### src/rtl/mem_access.sv
`default_nettype none
// ============================================================================
// Module      : mem_access
// Description : Memory-access pipeline stage. Issues one 8-byte data-bus
//               request per aligned load/store and forwards results to writeback.
// Revision    : 1.0 - initial release
// ============================================================================
module mem_access #(
  parameter int XLEN = 64,
  parameter int RA_W = 5
) (
  input  logic            clk,
  input  logic            reset,
  // execute-stage input
  input  logic            in_valid,
  input  logic [XLEN-1:0] in_pc,
  input  logic [5:0]      in_op,
  input  logic            in_regwrite,
  input  logic            in_memread,
  input  logic            in_memwrite,
  input  logic [XLEN-1:0] in_result,
  input  logic [XLEN-1:0] in_wd,
  input  logic [RA_W-1:0] in_wa,
  output logic            in_ready,
  // data-bus request
  output logic            dreq_valid,
  output logic [XLEN-1:0] dreq_addr,
  output logic [2:0]      dreq_size,
  output logic [7:0]      dreq_strobe,
  output logic [XLEN-1:0] dreq_data,
  // data-bus response
  input  logic            dresp_addr_ok,
  input  logic            dresp_data_ok,
  input  logic [XLEN-1:0] dresp_data,
  // writeback output
  output logic            out_valid,
  output logic [XLEN-1:0] out_pc,
  output logic [5:0]      out_op,
  output logic            out_regwrite,
  output logic [XLEN-1:0] out_result,
  output logic [RA_W-1:0] out_wa,
  output logic            out_misalign
);

  localparam logic [2:0] c_dreq_size = 3'b011;

  typedef enum logic [0:0] {
    ST_IDLE = 1'b0,
    ST_BUSY = 1'b1
  } state_t;

  state_t r_state;
  state_t w_next_state;

  logic            w_accept;
  logic            w_is_mem;
  logic            w_misalign;
  logic            w_start;
  logic            w_done;
  logic            w_unused_addr_ok;

  logic [XLEN-1:0] r_req_addr;
  logic [XLEN-1:0] r_req_data;
  logic [7:0]      r_req_strobe;
  logic [XLEN-1:0] r_pend_pc;
  logic [5:0]      r_pend_op;
  logic            r_pend_regwrite;
  logic            r_pend_load;
  logic [RA_W-1:0] r_pend_wa;

  // The bus only reports completion through data_ok; address acceptance is irrelevant here.
  assign w_unused_addr_ok = dresp_addr_ok;

  assign in_ready   = (r_state == ST_IDLE);
  assign w_accept   = in_valid & in_ready;
  assign w_is_mem   = in_memread | in_memwrite;
  assign w_misalign = w_is_mem & (|in_result[2:0]);
  assign w_start    = w_accept & w_is_mem & ~w_misalign;
  assign w_done     = (r_state == ST_BUSY) & dresp_data_ok;

  assign dreq_valid  = (r_state == ST_BUSY);
  assign dreq_addr   = r_req_addr;
  assign dreq_size   = c_dreq_size;
  assign dreq_strobe = r_req_strobe;
  assign dreq_data   = r_req_data;

  always_ff @(posedge clk or posedge reset) begin
    if (reset) r_state <= ST_IDLE;
    else       r_state <= w_next_state;
  end

  always_comb begin
    w_next_state = r_state;
    case (r_state)
      ST_IDLE: if (w_start) w_next_state = ST_BUSY;
      ST_BUSY: if (dresp_data_ok) w_next_state = ST_IDLE;
      default: w_next_state = ST_IDLE;
    endcase
  end

  // Request and pending-instruction registers, loaded once per aligned memory op.
  always_ff @(posedge clk or posedge reset) begin
    if (reset) begin
      r_req_addr      <= '0;
      r_req_data      <= '0;
      r_req_strobe    <= 8'h00;
      r_pend_pc       <= '0;
      r_pend_op       <= 6'd0;
      r_pend_regwrite <= 1'b0;
      r_pend_load     <= 1'b0;
      r_pend_wa       <= '0;
    end else if (w_start) begin
      r_req_addr      <= in_result;
      r_req_data      <= in_wd;
      r_req_strobe    <= in_memwrite ? 8'hFF : 8'h00;
      r_pend_pc       <= in_pc;
      r_pend_op       <= in_op;
      r_pend_regwrite <= in_regwrite;
      r_pend_load     <= in_memread;
      r_pend_wa       <= in_wa;
    end
  end

  // Writeback register: data fields only change on a completion, so they hold otherwise.
  always_ff @(posedge clk or posedge reset) begin
    if (reset) begin
      out_valid    <= 1'b0;
      out_pc       <= '0;
      out_op       <= 6'd0;
      out_regwrite <= 1'b0;
      out_result   <= '0;
      out_wa       <= '0;
      out_misalign <= 1'b0;
    end else begin
      out_valid <= 1'b0;
      if (w_accept && !w_start) begin
        out_valid    <= 1'b1;
        out_pc       <= in_pc;
        out_op       <= in_op;
        out_regwrite <= in_regwrite & ~w_misalign;
        out_result   <= in_result;
        out_wa       <= in_wa;
        out_misalign <= w_misalign;
      end else if (w_done) begin
        out_valid    <= 1'b1;
        out_pc       <= r_pend_pc;
        out_op       <= r_pend_op;
        out_regwrite <= r_pend_regwrite;
        out_result   <= r_pend_load ? dresp_data : r_req_addr;
        out_wa       <= r_pend_wa;
        out_misalign <= 1'b0;
      end
    end
  end

endmodule
`default_nettype wire

### config.mk
export PLATFORM = sky130hd
export DESIGN_NAME = mem_access
export DESIGN_NICKNAME = d
export VERILOG_FILES = /design/src/rtl/mem_access.sv
export SDC_FILE = /design/constraint.sdc
export NUM_CORES = 1
export LEC_CHECK = 0
export BUFFER_PORTS_ARGS = -buffer_cell sky130_fd_sc_hd__buf_2
export CAP_MARGIN = 5
export CORE_UTILIZATION = 29
export CTS_CLUSTER_SIZE = 25
export DETAILED_ROUTE_END_ITERATION = 6
export MAX_ROUTING_LAYER = met4
export PLACE_DENSITY = 0.51
export SLEW_MARGIN = 20
export SYNTH_ARGS = -nofsm -noshare
export SYNTH_HDL_FRONTEND = slang
export SYNTH_SLANG_ARGS = --single-unit
### constraint.sdc
create_clock -name clk -period 20.2 [get_ports clk]
set_input_delay 5.05 -clock clk [delete_from_list [all_inputs] [get_ports clk]]
set_output_delay 5.05 -clock clk [all_outputs]
set_load 0.02 [all_outputs]
==> results.yml <==
critical_path:
  path_class: "primary input to register"
  crit_fanout: 53
  crit_family: "buffers and inverters"
  cp-startpoint: "dresp_data_ok"
  reg2reg_from: "dreq_valid$_DFF_PP0_"
  critPathLaunchType: "primary input"
  crit_path_frequent_cell: "buf_4"
  crit_buf_inv: 3
  crit_slowest_cell: "nand2_1"
  end_kind: "register"
  cp_slowest_stage_delay_ns: 0.78
  critical_path.cell_chain: "buf_4, buf_4, buf_4, nand2_1, a211oi_1, a221oi_1"
  arrival_ns: 7.95
  cp.required_ns: 20.59
pwr:
  peakVddDrop_uv: 57.6
  cellPowerDensity_nw_per_um2: 116
  p_leak_nw: 9.63
clocking:
  clk_path_buf_depth: 3
  cts.htree.levels: 2
  cts_setup_buffers: 0
  clk_latency_ns: 0.57
  cts_hold_buf: 0
  cts_tree: "yes"
  cts_buffers: 42
  cts_sinks: 349
  cts_root_buffer: "clkbuf_16"
  clkTransAtPathRegs_ns: 0.07
  post_cts_resized: 0
floorplan:
  die_y_um: 228
  die_x_um: 228
  core-area_um2: 50400
  ios: 558
  die_area_um2: 52200
  start_util: 0.295
  num_rows: 82
timing:
  tns_ns: 0
  skew_ns: 0.0156
  drv_slew: 0
  rsz0062_at_grt: "false"
  setup_ws_ns: 12.64
  max_freq_mhz: 132
  relSlewSlack: 0.277
  setup_viol: 0
  fin_crit_ns: 7.56
  max_slew.worst_pin.slew_ns: 1.08
  fin_crit_sh: 0.374
  hold_viol: 0
route:
  avgViaCountPerCell: 4.84
  wl_per_cell_um: 21.0
  vias: 11100
  drt-total-wl_um: 48100
  first_pass_iters: 5
  dr.first_iter.drc_count: 550
  ant_nets: 0
  drc: 0
synthesis:
  yosysTopAreaCellShare: 0.587
  yosys.area.top_type: "dfrtp_1"
  synth_cells: 1070
  syn_area_um2: 14900
  avgSynthCellArea_um2: 13.9
  post_synth_main_area_contributors: "dfrtp_1 (59%), mux2_2 (11%), mux2_1 (8.4%)"
  synth.distinct_cells: 30
  yosys_register_bits: 349
  yosys_warnings: 0
  synth-seq-area-share: 0.587
placement:
  place.gp.congestion: 0.802
  hpwl_um: 31800
  pre_cts_ws_ns: 11.96
  io_buffer_count: 553
  place_area_um2: 18100
  place_inst: 2210
final_layout:
  final_common_cell: "buf_2"
  fin_util: 0.387
  final_cell_mix: "buf_2 (552), dfrtp_1 (347), mux2_2 (140)"
  final_nets: 1857
  final_area_um2: 19500
  syn_to_final_growth_pct: 31.1
  drive_gt1_frac: 0.485
  instances_no_fill: 2296
min_path:
  hp-class: "register to register"
  worstHoldStart: "r_pend_pc[53]$_DFFE_PP0P_"
global_routing:
  antenna_found_initial: 8
  grt_overflow: 0
  grt_pass1_vias: 11600
  grt_max_degree: 144
  track_usage: 0.187
  grt_pass1_wl_um: 73500
job:
  drv_cap: 0
outcome:
  status: "finished, final reports clean"
[report_power, final]
group | leakage, nW | switching, W | internal (W)
Sequential | 4.23 | 0.0000907 | 0.000849
Clock | 0.682 | 0.000309 | 0.000456
Combinational | 4.72 | 0.000331 | 0.000236
Total | 9.63 | 0.000730 | 0.00154
[stage by stage]
stage               hold slack, ns  total power (W)
finish                       0.475          0.00227
global route                 0.485          0.00239
CTS                          0.479          0.00231
floorplan                    0.449          0.00130
global placement             0.458          0.00151
detailed placement           0.466          0.00153
[area by class of cell]
type	instances	area, um2
Clock buffer	65	1260
Inverter	5	26.3
Fill cell	4942	30900
Multi-Input combinational cell	615	5570
Timing Repair Buffer	569	2900
Tap cell	672	841
Sequential cell	349	8740
Clock inverter	12	141
Antenna cell	9	22.5
[worst register-to-register path, cell delays in order (launching register included)]
cell and delay [ns]:
dfrtp_4 0.65, buf_4 0.34, nor2b_1 0.17, buf_4 0.21, nor3b_4 0.20, buf_4 0.77
buf_12 0.64, mux2_2 0.69
[path summary, 6_finish.rpt]
kind / end / slack [ns] / cells past startpoint
hold reg to reg: r_pend_pc[53]$_DFFE_PP0P_ / 0.48 / 1
max in group asynchronous: dreq_addr[49]$_DFFE_PP0P_ / 13.34 / 4
setup reg to reg: dreq_data[56]$_DFFE_PP0P_ / 16.41 / 7
min in group asynchronous: dreq_data[54]$_DFFE_PP0P_ / 4.66 / 2
hold / removal: r_pend_pc[53]$_DFFE_PP0P_ / 0.48 / 1
setup / recovery: out_result[0]$_DFFE_PP0P_ / 12.64 / 6
[state kept, by name (all words and copies together), names as in the netlist]
register,cells
out_regwrite,1
r_pend_op,6
r_pend_wa,5
out_pc,64
out_misalign,1
dreq_valid,1
r_pend_regwrite,1
r_pend_pc,64
out_wa,5
out_valid,1
dreq_addr,64
r_pend_load,1
dreq_data,64
dreq_strobe,1
out_op,6
out_result,64
[logic make-up after synthesis]
family | share of synthesized area
buffers and inverters | 0.0413
muxes | 0.233
DFF | 0.587
AOI/OAI and AO/OA | 0.0975
and+or+nand+nor | 0.0403
other | 0.000505
[cells in the mapped netlist (all sizes together)]
library cell  count
a211oi            1
a21oi            97
a221o            90
a221oi            1
a22oi             1
and2              1
and3             75
buf              68
clkbuf           34
conb              2
dfrtp           349
inv               5
mux2            251
mux2i            64
nand2             1
nand3             1
nor2             16
nor2b             5
nor3b             1
o21a              1
o21ai             2
o21bai            1
o22ai             1
o2bb2ai           1
or3               1
[per-layer routing]
layer / global-route usage / share of wire / wire [um]
met5: - / 0 / 0
met4: 0.0516 / 0.022 / 1040
met3: 0.0494 / 0.067 / 3240
met2: 0.300 / 0.49 / 23400
met1: 0.233 / 0.42 / 20400
(Power assumes the default switching activity.)
